File: config.mk
export PLATFORM = sky130hd
export DESIGN_NAME = pq_op_scheduler
export DESIGN_NICKNAME = d
export VERILOG_FILES = /design/src/rtl/pq_op_scheduler.sv
export SDC_FILE = /design/constraint.sdc
export NUM_CORES = 1
export LEC_CHECK = 0
export ABC_AREA = 1
export CELL_PAD_IN_SITES_DETAIL_PLACEMENT = 1
export CELL_PAD_IN_SITES_GLOBAL_PLACEMENT = 1
export CORE_MARGIN = 4
export CORE_UTILIZATION = 34
export CTS_BUF_LIST = sky130_fd_sc_hd__clkbuf_4
export CTS_CLUSTER_SIZE = 24
export DETAILED_ROUTE_END_ITERATION = 8
export PLACE_DENSITY_LB_ADDON = 0.1
export SLEW_MARGIN = 10
export SYNTH_ARGS = -nofsm -noshare
export SYNTH_HDL_FRONTEND = slang
export SYNTH_SLANG_ARGS = --single-unit
File: constraint.sdc
create_clock -name i_CLK -period 3.1 [get_ports i_CLK]
set_input_delay 0.62 -clock i_CLK [delete_from_list [all_inputs] [get_ports i_CLK]]
set_output_delay 0.62 -clock i_CLK [all_outputs]
set_load 0.005 [all_outputs]
File: src/rtl/pq_op_scheduler.sv
// Request front-end for the register-tree priority queue: turns client enqueue/dequeue
// handshakes into single-cycle tree pulses with a settle gap. Optional stats: PQ_SCHED_STATS_EN.
module pq_op_scheduler #(
  parameter int DATA_WIDTH = 16,
  parameter int QUEUE_SIZE = 4095,
  parameter int GAP_CYCLES = 2
) (
  input  logic                  i_CLK,
  input  logic                  i_RSTn,
  input  logic                  i_enq_valid,
  input  logic [DATA_WIDTH-1:0] i_enq_data,
  output logic                  o_enq_ready,
  input  logic                  i_deq_valid,
  output logic                  o_deq_ready,
  output logic                  o_deq_data_valid,
  output logic [DATA_WIDTH-1:0] o_deq_data,
  output logic                  o_zero_drop,
  output logic                  o_pq_wrt,
  output logic                  o_pq_read,
  output logic [DATA_WIDTH-1:0] o_pq_data,
  input  logic                  i_pq_full,
  input  logic                  i_pq_empty,
  input  logic [DATA_WIDTH-1:0] i_pq_data,
  output logic [1:0]            o_dbg_state
`ifdef PQ_SCHED_STATS_EN
  ,
  output logic [31:0]           o_op_count,
  output logic [31:0]           o_drop_count
`endif
);

  if (GAP_CYCLES < 0 || GAP_CYCLES > 255 || QUEUE_SIZE < 1) begin : g_bad_param
    $error("pq_op_scheduler: GAP_CYCLES must be 0..255 and QUEUE_SIZE positive");
  end

  localparam logic [7:0] GAP_LOAD = 8'(GAP_CYCLES);

  // Handshake: a request transfers on a rising clock edge where valid and ready are
  // both high; valid may stay high indefinitely while ready is low.
  typedef enum logic [1:0] {S_IDLE = 2'd0, S_OP = 2'd1, S_SETTLE = 2'd2} state_t;

  state_t                r_state;
  logic [7:0]            r_gap_cnt;
  logic                  r_pq_wrt;
  logic                  r_pq_read;
  logic [DATA_WIDTH-1:0] r_pq_data;
  logic                  r_zero_drop;
  logic                  r_deq_data_valid;
  logic [DATA_WIDTH-1:0] r_deq_data;

  logic w_idle;
  logic w_enq_acc;
  logic w_deq_acc;
  logic w_wrt;
  logic w_drop;

  // Full/empty are only trusted in IDLE; ready is forced low while reset is asserted.
  assign w_idle      = (r_state == S_IDLE) && i_RSTn;
  assign o_deq_ready = w_idle && !i_pq_empty;
  assign o_enq_ready = w_idle && (!i_pq_full || (i_deq_valid && !i_pq_empty));
  assign w_enq_acc   = i_enq_valid && o_enq_ready;
  assign w_deq_acc   = i_deq_valid && o_deq_ready;
  assign w_wrt       = w_enq_acc && (|i_enq_data);
  assign w_drop      = w_enq_acc && ~(|i_enq_data);

  always_ff @(posedge i_CLK or negedge i_RSTn) begin
    if (!i_RSTn) begin
      r_state          <= S_IDLE;
      r_gap_cnt        <= 8'd0;
      r_pq_wrt         <= 1'b0;
      r_pq_read        <= 1'b0;
      r_pq_data        <= '0;
      r_zero_drop      <= 1'b0;
      r_deq_data_valid <= 1'b0;
      r_deq_data       <= '0;
    end else begin
      r_pq_wrt         <= 1'b0;
      r_pq_read        <= 1'b0;
      r_zero_drop      <= 1'b0;
      r_deq_data_valid <= 1'b0;
      case (r_state)
        S_IDLE: begin
          r_zero_drop <= w_drop;
          if (w_wrt) r_pq_data <= i_enq_data;
          if (w_wrt || w_deq_acc) begin
            r_pq_wrt  <= w_wrt;
            r_pq_read <= w_deq_acc;
            r_state   <= S_OP;
          end
        end
        S_OP: begin
          // The read pulse is still high here, so it marks a dequeue awaiting its root value.
          if (r_pq_read) begin
            r_deq_data       <= i_pq_data;
            r_deq_data_valid <= 1'b1;
          end
          if (GAP_LOAD == 8'd0) begin
            r_state <= S_IDLE;
          end else begin
            r_state   <= S_SETTLE;
            r_gap_cnt <= GAP_LOAD;
          end
        end
        S_SETTLE: begin
          if (r_gap_cnt <= 8'd1) begin
            r_state   <= S_IDLE;
            r_gap_cnt <= 8'd0;
          end else begin
            r_gap_cnt <= r_gap_cnt - 8'd1;
          end
        end
        default: r_state <= S_IDLE;
      endcase
    end
  end

  assign o_pq_wrt         = r_pq_wrt;
  assign o_pq_read        = r_pq_read;
  assign o_pq_data        = r_pq_data;
  assign o_zero_drop      = r_zero_drop;
  assign o_deq_data_valid = r_deq_data_valid;
  assign o_deq_data       = r_deq_data;
  assign o_dbg_state      = r_state;

`ifdef PQ_SCHED_STATS_EN
  logic [31:0] r_op_count;
  logic [31:0] r_drop_count;

  always_ff @(posedge i_CLK or negedge i_RSTn) begin
    if (!i_RSTn) begin
      r_op_count   <= 32'd0;
      r_drop_count <= 32'd0;
    end else begin
      if ((r_pq_wrt || r_pq_read) && (r_op_count != 32'hFFFF_FFFF))
        r_op_count <= r_op_count + 32'd1;
      if (r_zero_drop && (r_drop_count != 32'hFFFF_FFFF))
        r_drop_count <= r_drop_count + 32'd1;
    end
  end

  assign o_op_count   = r_op_count;
  assign o_drop_count = r_drop_count;
`endif

endmodule

Word-level counts from Yosys, hierarchy flattened
Index checks and enable logic that the tools add are counted.

word-level totals
  flip-flop bits (word level) = 46
  bits in latches = 0
  memory bits (writable) = 0
  memory bits (read-only) = 0
  bits of input ports = 38
  output and inout port bits = 40
  word-level logic and storage cells = 45
  memories = 0

cells by class
  $add $sub $neg = 1
  multiply operators = 0
  divide/modulo/power cells = 0
  $lt $le $gt $ge = 1
  equality and inequality tests = 4
  shift-type cells = 0
  multiplexer cells = 12
  bitwise gates (word level) = 1
  reductions and logical operators = 18

operators by type and width
  kind                 count
  $pmux 8 s2           1
  $reduce_or 16->1     1
  $le 8x1->1 const B   1
  $logic_and 1x1->1    8
  $mux 8               1
  $sub 8x1->8 const B  1
  $mux 1               7
  $pmux 2 s3           1
  $reduce_and 2->1     3
  $mux 2               2
  $eq 2x1->1 const B   1
  $eq 2x2->1 const B   1
  $logic_not 1->1      2
  $logic_not 2->1      1
  $logic_or 1x1->1     2
  $ne 2x1->1 const B   1
  $ne 2x2->1 const B   1
  $reduce_bool 2->1    1
  $not 1->1            1

Depth between registers and ports, before layout
  depth in word-level cells = 9
  depth in mapped cells = 11

Least setup slack after synthesis
OpenSTA, ideal clock, no wires.

  kind = register -> register
  start point = register r_state[0] (netlist: o_dbg_state[0])
  end point = register r_gap_cnt[6]
  setup time = 0.119 ns
  data arrival time = 1.498 ns
  data required time = 2.981 ns
  slack = 1.482 ns
  stages on the path, launching flop included = 9
  path buffers = 0
  clock period less this slack = 1.618 ns
  path through = dfrtp_1 > inv_1 > ha_1 > nand2_2 > nor2_2 > nand2_1 > or2_0 > xor2_1 > nor2_2

on the way
  word-level cells in the longest chain between the ends = 2

ends and longest elaborated chain
  item                                                    line  source
  start: declaration                                      42    state_t r_state;
  start signal: assignment                                68    r_state <= S_IDLE;
  start signal: assignment                                88    r_state <= S_OP;
  start signal: assignment                                98    r_state <= S_IDLE;
  $eq 2x2->1 / $eq 2x1->1 (equally long branches)         81    case (r_state)
  $pmux 8 s2 / $reduce_bool 2->1 (equally long branches)  -
  end signal: assignment                                  109   r_gap_cnt <= r_gap_cnt - 8'd1;
  end: declaration                                        43    logic [7:0] r_gap_cnt;

Several ways; a longest one is shown, not always the timed one.
A chain may end at the register's enable or synchronous reset.

Worst setup path after layout
  start point = register r_state[0] (netlist: o_dbg_state[0])
  end point = output port o_enq_ready

on the way
  word-level cells in the longest chain between the ends = 3

ends and longest elaborated chain
  item               line  source
  $logic_not 2->1    58    assign w_idle = (r_state == S_IDLE) && i_RSTn;
  $logic_and 1x1->1  58
  $logic_and 1x1->1  60    assign o_enq_ready = w_idle && (!i_pq_full || (i_deq_valid && !i_pq_empty));
  end: declaration   12    output logic o_enq_ready,

Every way passes these cells.

==> metrics.log <==
[metrics] overall die area: 0.00721 mm²
[metrics] total number of H-tree levels: 2
[metrics] reported leakage power: 1.46 nW
[metrics] Pwr per Cell Area: 810 mW/mm²
[metrics] TritonCTS Sinks: 46
[metrics] Max IR drop VDD: 0.361 mV
[metrics] HP Class: in -> async
[metrics] status: completed
[metrics] Yosys warnings: 0
[metrics] y dimension of the die: 84.9 µm
[metrics] highest achievable clock rate: 389 MHz
[metrics] global placement routability congestion: 0.755
[metrics] total iterations of the first detailed-routing run: 3
[metrics] adder-cell share of the synthesized area: 4.35%
[metrics] post-synthesis share of cell area spent on and, or, nand and nor gates: 30.8%
[metrics] fin crit period: 2570 ps
[metrics] vias in the first global route: 1910
[metrics] number of storage elements in the synthesis netlist: 46
[metrics] multiplexer share of the synthesized area: 0%
[metrics] Worst Tran Pin Value: 602 ps
[metrics] number of max-slew violations in the final report: 0
[metrics] setup repair bufs after CTS: 0
[metrics] antenna violation net count after detailed routing: 0
[metrics] Synth Cell Area: 0.00201 mm²
[metrics] cell area reported after detailed placement: 0.00285 mm²
[metrics] Detail Route met3 WL: 377 µm
[metrics] most used flip-flop cell after synthesis: sky130_fd_sc_hd__dfrtp_1
[metrics] Layout Skew: 11.4 ps
[metrics] Die Width: 84.9 µm
[metrics] diode count: 0
[metrics] worst reg2reg setup slack: 1000 ps
[metrics] Crit Path Category: reg -> out
[metrics] final net count: 369
[metrics] global-route wire length before repair: 9240 µm
[metrics] Worst path max stage delay: 500 ps
[metrics] number of buffers added on ports: 77
[metrics] Total Wirelength: 5400 µm
[metrics] length of routed wiring on met1: 2280 µm
[metrics] Avg WL per Cell: 13.6 µm
[metrics] area growth from synthesis to layout: 44.3%
[metrics] tightest slew margin relative to the limit: 59.8%
[metrics] origin of the critical flop-to-flop path: o_dbg_state[1]$_DFFE_PN0P_
[metrics] via/cell ratio: 4.52
[metrics] total number of vias: 1788
[metrics] CTS tree: yes
[metrics] Yosys cell types: 21
[metrics] Slowest-stage cell, CP: sky130_fd_sc_hd__clkdlybuf4s50_1
[metrics] startpoint type of the worst setup path: flip-flop
[metrics] Buffers & Inverters on Critical Path: 4
[metrics] Synth top area share: 57.2%
[metrics] Longest Clk Path Bufs: 2
[metrics] smallest hold slack: 381 ps
[metrics] number of enable-type register cells in the synthesized netlist: 0
[metrics] largest area contributor in the synthesized netlist: sky130_fd_sc_hd__dfrtp_1
[metrics] initial core utilization: 35.9%
[metrics] topmost layer with routed signal wires: met4
[metrics] commonest cells in the synthesized netlist: sky130_fd_sc_hd__nand2_1, sky130_fd_sc_hd__dfrtp_1, sky130_fd_sc_hd__nor2_1
[metrics] number of nets in the synthesized netlist: 288
[metrics] post-route standard cell area excluding fillers: 0.00290 mm²
[metrics] combinational family with the most area after synthesis: simple AND/OR/NAND/NOR gates
[metrics] synthesized-area fraction occupied by ao, oa, aoi and oai cells: 1.99%
[metrics] endpoint arrival time on the critical path: 1950 ps
[metrics] number of setup violations in the final report: 0
[metrics] register area share after synthesis: 57.2%
[metrics] clock latency at the later pin of the worst-skew pair: 360 ps
[metrics] HPWL after DPL: 4120 µm
[metrics] total of cells resized after clock tree synthesis: 0
[metrics] endpoint of the worst register-to-register path: o_deq_data[6]$_DFFE_PN0P_
[metrics] library cell used as clock root buffer: sky130_fd_sc_hd__clkbuf_4
[metrics] async set-reset flop share out of synthesis: 100%
[metrics] Syn Inst Count: 243
[metrics] met2 layer wire length in the routed design: 2660 µm
[metrics] Iteration-0 DRC Markers: 55
[metrics] most used cell, CP: sky130_fd_sc_hd__inv_1
[metrics] final-report hold violation count: 0
[metrics] Post-Syn Area per Cell: 8.28 µm²
[metrics] Post-route DRC: 0
[metrics] most numerous cell in the Yosys netlist: sky130_fd_sc_hd__nand2_1
[metrics] Worst path top cell family by delay: buffers and inverters
[metrics] Max FO, Critical Path: 5
[metrics] total number of placement rows: 27
[metrics] sequence of cells on the critical path: inv_1 > ha_1 > nand2_1 > inv_1 > nand2_1 > inv_1 > clkdlybuf4s50_1
[metrics] Tcrit/Tclk final: 82.8%
[metrics] CORE AREA: 0.00561 mm²
[metrics] path depth of the worst reg2reg path: 6
[metrics] hold buffer count at CTS: 0
[metrics] ratio of cells with drive above 1 in the final layout: 4.63%
[metrics] total track usage: 16.1%
[metrics] total clock buffers created by CTS: 5
[metrics] setup repair after global routing missed its margin: false
[metrics] number of ports placed on the die boundary: 78
[metrics] number of antenna violations at the first check in global routing: 0
[metrics] sum of negative setup slack: 0 ps
[metrics] final global-route overflow total: 0
[metrics] number of max-capacitance violations reported: 0
[metrics] endpoint class of the critical path: output pin
[metrics] pin count of the biggest net entering global routing: 47
[metrics] synthesized-area fraction occupied by xor and xnor cells: 0.871%
[metrics] top cells by area in the synthesized netlist: sky130_fd_sc_hd__dfrtp_1, sky130_fd_sc_hd__nand2_1, sky130_fd_sc_hd__ha_1, sky130_fd_sc_hd__nor2_1, sky130_fd_sc_hd__inv_1
[metrics] data required time of the worst path: 2480 ps
[metrics] clock transition at the register clock pins on the worst setup and hold paths after CTS: 130 ps
-- registers in the layout (all words and copies together), names as in the netlist --
signal            flops
o_dbg_state           2
o_deq_data           16
o_deq_data_valid      1
o_pq_data            16
o_pq_read             1
o_pq_wrt              1
o_zero_drop           1
r_gap_cnt             8
-- final cells by class --
| type | instances | area [µm²] |
|---|---|---|
| fillers | 699 | 2710 |
| flip-flops and latches | 46 | 1150 |
| repair buffers | 78 | 773 |
| multi-input cells | 174 | 764 |
| well taps | 72 | 90.1 |
| inverters | 19 | 71.3 |
| clock buffers | 7 | 52.6 |
-- power breakdown --
group,internal [mW],total [mW],switching (mW),leakage [nW]
clock network,0.103,0.285,0.182,0.0322
logic,0.596,1.08,0.480,0.858
registers,0.846,0.991,0.145,0.565
total,1.55,2.35,0.806,1.46
-- per-stage QoR --
step                      util, %  worst slack (ps)  std cells  power, mW
final                        51.8               532        396       2.35
after global routing         51.8               311        396       2.58
after CTS                    51.8               475        396       2.40
after detailed placement     50.8               557        389       2.10
after global placement       50.8               578        389       2.06
after floorplan                 -              1480        243       1.45
-- how the worst max path moves through the flow --
| stage | start | end | slack, ps | cells after the start |
|---|---|---|---|---|
| after floorplan | o_dbg_state[0]$_DFFE_PN0P_ | r_gap_cnt[6]$_DFFE_PN0P_ | 1480 | 8 |
| after global placement | i_pq_empty | o_enq_ready | 580 | 7 |
| after detailed placement | i_pq_empty | o_enq_ready | 560 | 7 |
| after CTS | o_dbg_state[1]$_DFFE_PN0P_ | o_enq_ready | 470 | 7 |
| after global routing | o_dbg_state[1]$_DFFE_PN0P_ | o_enq_ready | 310 | 7 |
| final | o_dbg_state[0]$_DFFE_PN0P_ | o_enq_ready | 530 | 7 |
-- placed cells by master, fill, tap and decap left out --
master	count
sky130_fd_sc_hd__nand2_1	121
sky130_fd_sc_hd__clkdlybuf4s50_1	76
sky130_fd_sc_hd__dfrtp_1	46
sky130_fd_sc_hd__nor2_1	22
sky130_fd_sc_hd__inv_1	17
sky130_fd_sc_hd__ha_1	7
sky130_fd_sc_hd__clkbuf_4	7
sky130_fd_sc_hd__a21oi_1	5
sky130_fd_sc_hd__nand3_1	4
sky130_fd_sc_hd__o21ai_0	3
sky130_fd_sc_hd__nand2_2	2
sky130_fd_sc_hd__nor3_1	2
sky130_fd_sc_hd__nor2_2	2
sky130_fd_sc_hd__xor2_1	2
sky130_fd_sc_hd__inv_2	1
sky130_fd_sc_hd__clkinv_1	1
sky130_fd_sc_hd__nor3b_1	1
sky130_fd_sc_hd__and3_2	1
sky130_fd_sc_hd__or2_0	1
sky130_fd_sc_hd__nand4_1	1
sky130_fd_sc_hd__buf_2	1
sky130_fd_sc_hd__buf_4	1
-- logic make-up (layout without fill, tap and decap cells) --
family | count (synthesis) | count (layout)
AO/OA/AOI/OAI | 8 | 8
XOR/XNOR | 2 | 2
adder cells (fa/ha/maj) | 7 | 7
buffers and inverters | 23 | 104
flip-flops | 46 | 46
AND/OR/NAND/NOR | 157 | 157
-- worst register-to-register path: cells and delay by family (launching register included) --
family	cells	cell delay [ps]
adders and majority gates	1	190
and+or+nand+nor	3	690
DFF	1	420
buffers and inverters	2	690
-- routing by layer --
| metal | global-route usage (%) | up-vias |
|---|---|---|
| li1 | - | 889 |
| met1 | 19.5 | 854 |
| met2 | 26.7 | 39 |
| met3 | 5.73 | 6 |
| met4 | 5.18 | 0 |
| met5 | 0 | - |
Note: power is estimated with default switching activity, not from simulation.
